[src/rtl/divisor_seq_param.sv]
// ---------------------------------------------------------------------------
// divisor_seq_param
//   Sequential restoring integer divider, signed or unsigned, retiring
//   BITS_PER_CYCLE quotient bits per clock.
//   Flow: IDLE -start-> LOAD -> ITER (SIZE/BITS_PER_CYCLE cycles) -> FIX -> DONE.
//   Results are registered in FIX and held in DONE until the next start.
//
// Parameters
//   SIZE            operand/result width (>= 4)
//   BITS_PER_CYCLE  quotient bits per ITER cycle: 1, 2 or 4, must divide SIZE
//
// Ports
//   clk, rst_n          clock (rising), async active-low reset
//   start               request, accepted only in IDLE or DONE
//   con_signo           1 = signed two's complement, 0 = unsigned
//   numerador           dividend
//   denominador         divisor
//   cociente, resto     quotient / remainder, valid while done
//   done                result valid (level)
//   busy                operation in flight (LOAD/ITER/FIX)
//   ovf                 signed min_neg / -1
//   div_cero            divisor was zero
//
// Build option
//   DIVISOR_DBZ_EN  detect a zero divisor in LOAD and short-cut to FIX;
//                   without it div_cero is tied low and a zero divisor
//                   runs the full restoring sequence.
// ---------------------------------------------------------------------------
module divisor_seq_param #(
  parameter int SIZE           = 32,
  parameter int BITS_PER_CYCLE = 1
) (
  input  logic            clk,
  input  logic            rst_n,
  input  logic            start,
  input  logic            con_signo,
  input  logic [SIZE-1:0] numerador,
  input  logic [SIZE-1:0] denominador,
  output logic [SIZE-1:0] cociente,
  output logic [SIZE-1:0] resto,
  output logic            done,
  output logic            busy,
  output logic            ovf,
  output logic            div_cero
);

  localparam int NITER = SIZE / BITS_PER_CYCLE;
  localparam int CW    = $clog2(NITER + 1);

  localparam logic [2:0] S_IDLE = 3'd0;
  localparam logic [2:0] S_LOAD = 3'd1;
  localparam logic [2:0] S_ITER = 3'd2;
  localparam logic [2:0] S_FIX  = 3'd3;
  localparam logic [2:0] S_DONE = 3'd4;

  generate
    if (SIZE < 4 || !(BITS_PER_CYCLE == 1 || BITS_PER_CYCLE == 2 || BITS_PER_CYCLE == 4) ||
        (SIZE % BITS_PER_CYCLE) != 0) begin : g_bad_cfg
      $error("divisor_seq_param: illegal SIZE / BITS_PER_CYCLE combination");
    end
  endgenerate

  logic [2:0]      state_q, state_d;
  logic            mode_q;
  logic [SIZE-1:0] num_q, den_q;     // raw operands captured on the accepting edge
  logic [SIZE-1:0] dmag_q;
  logic [SIZE-1:0] rem_q, rem_d;     // partial remainder, always < dmag between steps
  logic [SIZE-1:0] qd_q, qd_d;       // dividend shifts out MSB-first, quotient shifts in
  logic            qneg_q, rneg_q, ovf_pend_q;
  logic [CW-1:0]   cnt_q;
  logic [SIZE-1:0] coc_q, res_q;
  logic            done_q, busy_q, ovf_q;

  logic            accept, nneg, dneg, min_ovf;
  logic [SIZE-1:0] nmag, dmag;

  assign accept  = start && (state_q == S_IDLE || state_q == S_DONE);
  assign nneg    = mode_q & num_q[SIZE-1];
  assign dneg    = mode_q & den_q[SIZE-1];
  assign nmag    = nneg ? -num_q : num_q;
  assign dmag    = dneg ? -den_q : den_q;
  assign min_ovf = mode_q && (num_q == {1'b1, {(SIZE-1){1'b0}}}) && (den_q == '1);

`ifdef DIVISOR_DBZ_EN
  logic den_zero, dbz_pend_q, dbz_q;
  assign den_zero = (den_q == '0);
`endif

  // BITS_PER_CYCLE restoring steps chained combinationally. The shifted
  // remainder needs SIZE+1 bits; after a step it is back below dmag.
  always_comb begin
    logic [SIZE:0] sh, trial;
    rem_d = rem_q;
    qd_d  = qd_q;
    sh    = '0;
    trial = '0;
    for (int b = 0; b < BITS_PER_CYCLE; b++) begin
      sh    = {rem_d, qd_d[SIZE-1]};
      qd_d  = {qd_d[SIZE-2:0], 1'b0};
      trial = sh - {1'b0, dmag_q};
      if (!trial[SIZE]) begin
        rem_d   = trial[SIZE-1:0];
        qd_d[0] = 1'b1;
      end else begin
        rem_d   = sh[SIZE-1:0];
      end
    end
  end

  always_comb begin
    state_d = state_q;
    case (state_q)
      S_IDLE, S_DONE: if (start) state_d = S_LOAD;
      S_LOAD: begin
        state_d = S_ITER;
`ifdef DIVISOR_DBZ_EN
        if (den_zero) state_d = S_FIX;
`endif
      end
      S_ITER:  if (cnt_q == '0) state_d = S_FIX;
      S_FIX:   state_d = S_DONE;
      default: state_d = S_IDLE;
    endcase
  end

  always_ff @(posedge clk or negedge rst_n) begin
    if (!rst_n) begin
      state_q    <= S_IDLE;
      mode_q     <= 1'b0;
      num_q      <= '0;
      den_q      <= '0;
      dmag_q     <= '0;
      rem_q      <= '0;
      qd_q       <= '0;
      qneg_q     <= 1'b0;
      rneg_q     <= 1'b0;
      ovf_pend_q <= 1'b0;
      cnt_q      <= '0;
      coc_q      <= '0;
      res_q      <= '0;
      done_q     <= 1'b0;
      busy_q     <= 1'b0;
      ovf_q      <= 1'b0;
`ifdef DIVISOR_DBZ_EN
      dbz_pend_q <= 1'b0;
      dbz_q      <= 1'b0;
`endif
    end else begin
      state_q <= state_d;
      if (accept) begin
        mode_q <= con_signo;
        num_q  <= numerador;
        den_q  <= denominador;
        done_q <= 1'b0;
        ovf_q  <= 1'b0;
        busy_q <= 1'b1;
`ifdef DIVISOR_DBZ_EN
        dbz_q  <= 1'b0;
`endif
      end
      case (state_q)
        S_LOAD: begin
          qd_q       <= nmag;
          rem_q      <= '0;
          dmag_q     <= dmag;
          qneg_q     <= nneg ^ dneg;
          rneg_q     <= nneg;
          ovf_pend_q <= min_ovf;
          cnt_q      <= CW'(NITER - 1);
`ifdef DIVISOR_DBZ_EN
          dbz_pend_q <= den_zero;
`endif
        end
        S_ITER: begin
          qd_q  <= qd_d;
          rem_q <= rem_d;
          cnt_q <= cnt_q - 1'b1;
        end
        S_FIX: begin
          busy_q <= 1'b0;
          done_q <= 1'b1;
          // min_neg / -1 needs no special case: |q| = 2^(SIZE-1) negates to itself.
          coc_q  <= qneg_q ? -qd_q : qd_q;
          res_q  <= rneg_q ? -rem_q : rem_q;
          ovf_q  <= ovf_pend_q;
`ifdef DIVISOR_DBZ_EN
          if (dbz_pend_q) begin
            coc_q <= '1;
            res_q <= num_q;
            ovf_q <= 1'b0;
            dbz_q <= 1'b1;
          end
`endif
        end
        default: ;
      endcase
    end
  end

  assign cociente = coc_q;
  assign resto    = res_q;
  assign done     = done_q;
  assign busy     = busy_q;
  assign ovf      = ovf_q;
`ifdef DIVISOR_DBZ_EN
  assign div_cero = dbz_q;
`else
  assign div_cero = 1'b0;
`endif

endmodule

[config.mk]
export PLATFORM = sky130hd
export DESIGN_NAME = divisor_seq_param
export DESIGN_NICKNAME = d
export VERILOG_FILES = /design/src/rtl/divisor_seq_param.sv
export SDC_FILE = /design/constraint.sdc
export NUM_CORES = 1
export LEC_CHECK = 0
export ABC_CLOCK_PERIOD_IN_PS = 4400
export BUFFER_PORTS_ARGS = -buffer_cell sky130_fd_sc_hd__buf_2
export CORE_UTILIZATION = 30
export CTS_BUF_LIST = sky130_fd_sc_hd__clkbuf_16
export CTS_CLUSTER_DIAMETER = 200
export DETAILED_ROUTE_END_ITERATION = 8
export PLACE_DENSITY = 0.5
export SLEW_MARGIN = 20
export SYNTH_ARGS = -nofsm -noshare
export SYNTH_HDL_FRONTEND = slang
export SYNTH_SLANG_ARGS = --single-unit
[constraint.sdc]
create_clock -name clk -period 4.4 [get_ports clk]
set_input_delay 0.88 -clock clk [delete_from_list [all_inputs] [get_ports clk]]
set_output_delay 0.88 -clock clk [all_outputs]
set_load 0.02 [all_outputs]
==> flow_metrics.tcl <==
set metrics [dict create \
    fin_cells 2139 \
    dieArea_mm2 0.0456 \
    drcViolationCount 0 \
    synthTopCellsByArea "dfrtp_1 (45%), o21ai_0 (7.5%), xor2_1 (6.5%), nand2_1 (5.5%), mux2_2 (5.1%)" \
    grt_pass1_vias 10300 \
    clockBufferDepth 3 \
    gp_congestion 0.872 \
    start_util_pct 30.4 \
    cts_tree "yes" \
    dieHeight_um 214 \
    place_hpwl_um 26700 \
    rsz0062_at_grt "no" \
    ys_types 62 \
    syn_nets 1530 \
    worstPathArrival_ns 4.33 \
    cts_hold_buf 0 \
    fmax_mhz 259 \
    grt_usage_pct 16.1 \
    setup_tns_ns 0 \
    ys.flop_type "dfrtp_1" \
    clkSlewWorstSetupHoldPaths_ns 0.06 \
    cts_root_buf "clkbuf_16" \
    grt.overflow.total 0 \
    drt_iter0_markers 551 \
    criticalPathCategory "flip-flop to flip-flop" \
    multi_input_area_mm2 0.00694 \
    critPathLaunchType "flip-flop" \
    path_cells "inv_1, ha_1, fa_1, nor2b_1, o2111ai_1, a31oi_1, a311oi_1, o41ai_1, mux2i_1, or2_1, buf_12, nand2_1, o221ai_1" \
    synth-edff-count 0 \
    antenna_left 0 \
    synth_top_area_share_pct 44.7 \
    dieWidth_um 214 \
    hold_viol_final 0 \
    synth_area_mm2 0.0134 \
    critPathTopFamily "compound AO/OA/AOI/OAI gates" \
    vias_per_cell 4.92 \
    grt_pass1_wl_um 57800 \
    final_nets 1634 \
    seq_area_mm2 0.00601 \
    fin_worst_skew_ns 0.0153 \
    fillers 4558 \
    crit_path_end_kind "flip-flop" \
    async_reset_ff_share_pct 100 \
    vias 10500 \
    switching_share_pct 45.0 \
    cp_max_fo 31 \
    ir_drop_mv 0.338 \
    r2r_setup_slack_ns 0.53 \
    p_total_mw 13.6 \
    numCtsBuffers 29 \
    p_comb_share_pct 50.5 \
    period_needed_ns 3.87 \
    antenna_found_initial 3 \
    layout-drive-gt1-share_pct 16.9 \
    status "finished, final reports clean" \
    synthesis.instances 1422 \
    clock_latency_ns 0.56 \
    worst_slew_pin_slew_ns 1.01 \
    postCtsSetupBuffers 0 \
    rows 77 \
    path_buf_inv 2 \
    critPathSlowestCell "o41ai_1" \
    fin_util_pct 35.3 \
    slew-limit-headroom_pct 32.3 \
    setup_violations 0 \
    detail_route.wl_per_cell_um 17.0 \
    p_leak_nw 6.82 \
    routed_wl_um 36300 \
    yosysSeqAreaShare_pct 44.7 \
    p_seq_share_pct 32.0 \
    cts_num_sinks 240 \
    synth_warnings 0 \
    crit_path_max_incr_delay_ns 0.51 \
    grt_max_degree 129 \
    ys_ff_latch 240 \
    drv_slew 0 \
    p_sw_mw 6.11 \
    crit_required_ns 4.86 \
    synth_top_area_cell "dfrtp_1" \
    antenna-diode-count 0 \
    io_buffers 134 \
    placed_cells 2087 \
    cap_violations 0 \
    power.internal_mw 7.47 \
    fin_crit_sh_pct 87.9 \
    coreArea_mm2 0.0442 \
    drt_pass1_iterations 6 \
    hp-class "primary input to async pin" \
    post_cts_resized 0 \
    area_growth_pct 16.4 \
    synth_common_cells "dfrtp_1 (240), o21ai_0 (201), nand2_1 (195), xor2_1 (100), a21oi_1 (63)" \
    io_pins 136 \
    power.density_mw_per_mm2 869 \
    p_clk_share_pct 17.5 \
    syn_area_per_cell_um2 9.44 \
    htreeDepth 1 \
    synthMostInstantiatedCell "dfrtp_1" \
]
path summary, 6_finish.rpt:
check / from / end / cells past startpoint
hold / removal: rst_n / den_q[6] / 1
setup / recovery: qd_q[31] / rem_q[26] / 13
setup reg to reg: qd_q[31] / rem_q[26] / 13
min in group clk: resto[19] / resto[19] / 2
max in group asynchronous: rst_n / cociente[14] / 2
hold reg to reg: resto[19] / resto[19] / 2
power by group through the flow:
stage	sequential, mW	clock [mW]	combinational (mW)
floorplan	4.31	0	4.98
global placement	4.34	0	6.85
detailed placement	4.38	0	6.91
CTS	4.34	2.45	6.94
global route	4.52	2.55	7.72
finish	4.35	2.38	6.86
final cells by class:
cell class | count | area share [%]
inverters | 54 | 1.30
flip-flops and latches | 240 | 38.4
well taps | 592 | 4.74
multi-input cells | 1055 | 44.4
clock buffers | 29 | 4.64
repair buffers | 146 | 5.17
clock inverters | 23 | 1.31
sequential cells by signal, indices dropped and copies added, names as in the netlist, 3 cells and up:
name	count
cnt_q	6
cociente	32
den_q	32
dmag_q	32
num_q	32
qd_q	32
rem_q	32
resto	32
state_q	3
cell families after synthesis:
kind of cell             synth area share [%]
AO/OA/AOI/OAI                            17.7
AND/OR/NAND/NOR                          13.2
flip-flops                               44.7
XOR/XNOR                                 9.53
buffers and inverters                    3.67
multiplexers                             7.35
adder cells (fa/ha/maj)                  3.78
other                                  0.0279
placed cells by master, fill, tap and decap left out, types with 3 or more instances in the layout:
cell type and instances:
nand4_1 11, clkinv_2 5, and2_1 6, nor3_1 18, a22oi_1 31, xnor2_1 46, or4_1 11, clkinv_1 6
o21ai_1 9, a211oi_1 4, nor2_1 45, inv_1 60, ha_1 39, nand3_1 15, bufinv_16 4, xor2_1 100
nor4_1 11, or3_1 20, nand2b_1 13, nand2_1 195, a22o_1 4, buf_4 9, o21a_1 8, dfrtp_1 240
a21o_1 6, o31ai_1 25, nor2b_1 4, o221ai_1 4, buf_12 3, buf_2 133, nand3b_1 3, a31oi_1 9
o211ai_1 4, o41ai_1 19, mux2_2 61, clkbuf_16 29, a21oi_1 63, o21ai_0 201, mux2i_1 30
layer usage:
metal	routed length, um	GRT usage [%]
met5	34	0
met4	640	3.60
met3	1440	2.69
met2	15200	23.3
met1	19000	24.7
per-stage QoR:
stage / hold slack [ns] / worst slack [ns] / instance area (um2)
global placement: 0.456 / 0.697 / 14700
floorplan: 0.446 / 1.12 / 13400
detailed placement: 0.465 / 0.624 / 14700
finish: 0.382 / 0.534 / 15600
global route: 0.427 / 0.199 / 15600
CTS: 0.398 / 0.567 / 15600
(Power assumes the default switching activity.)
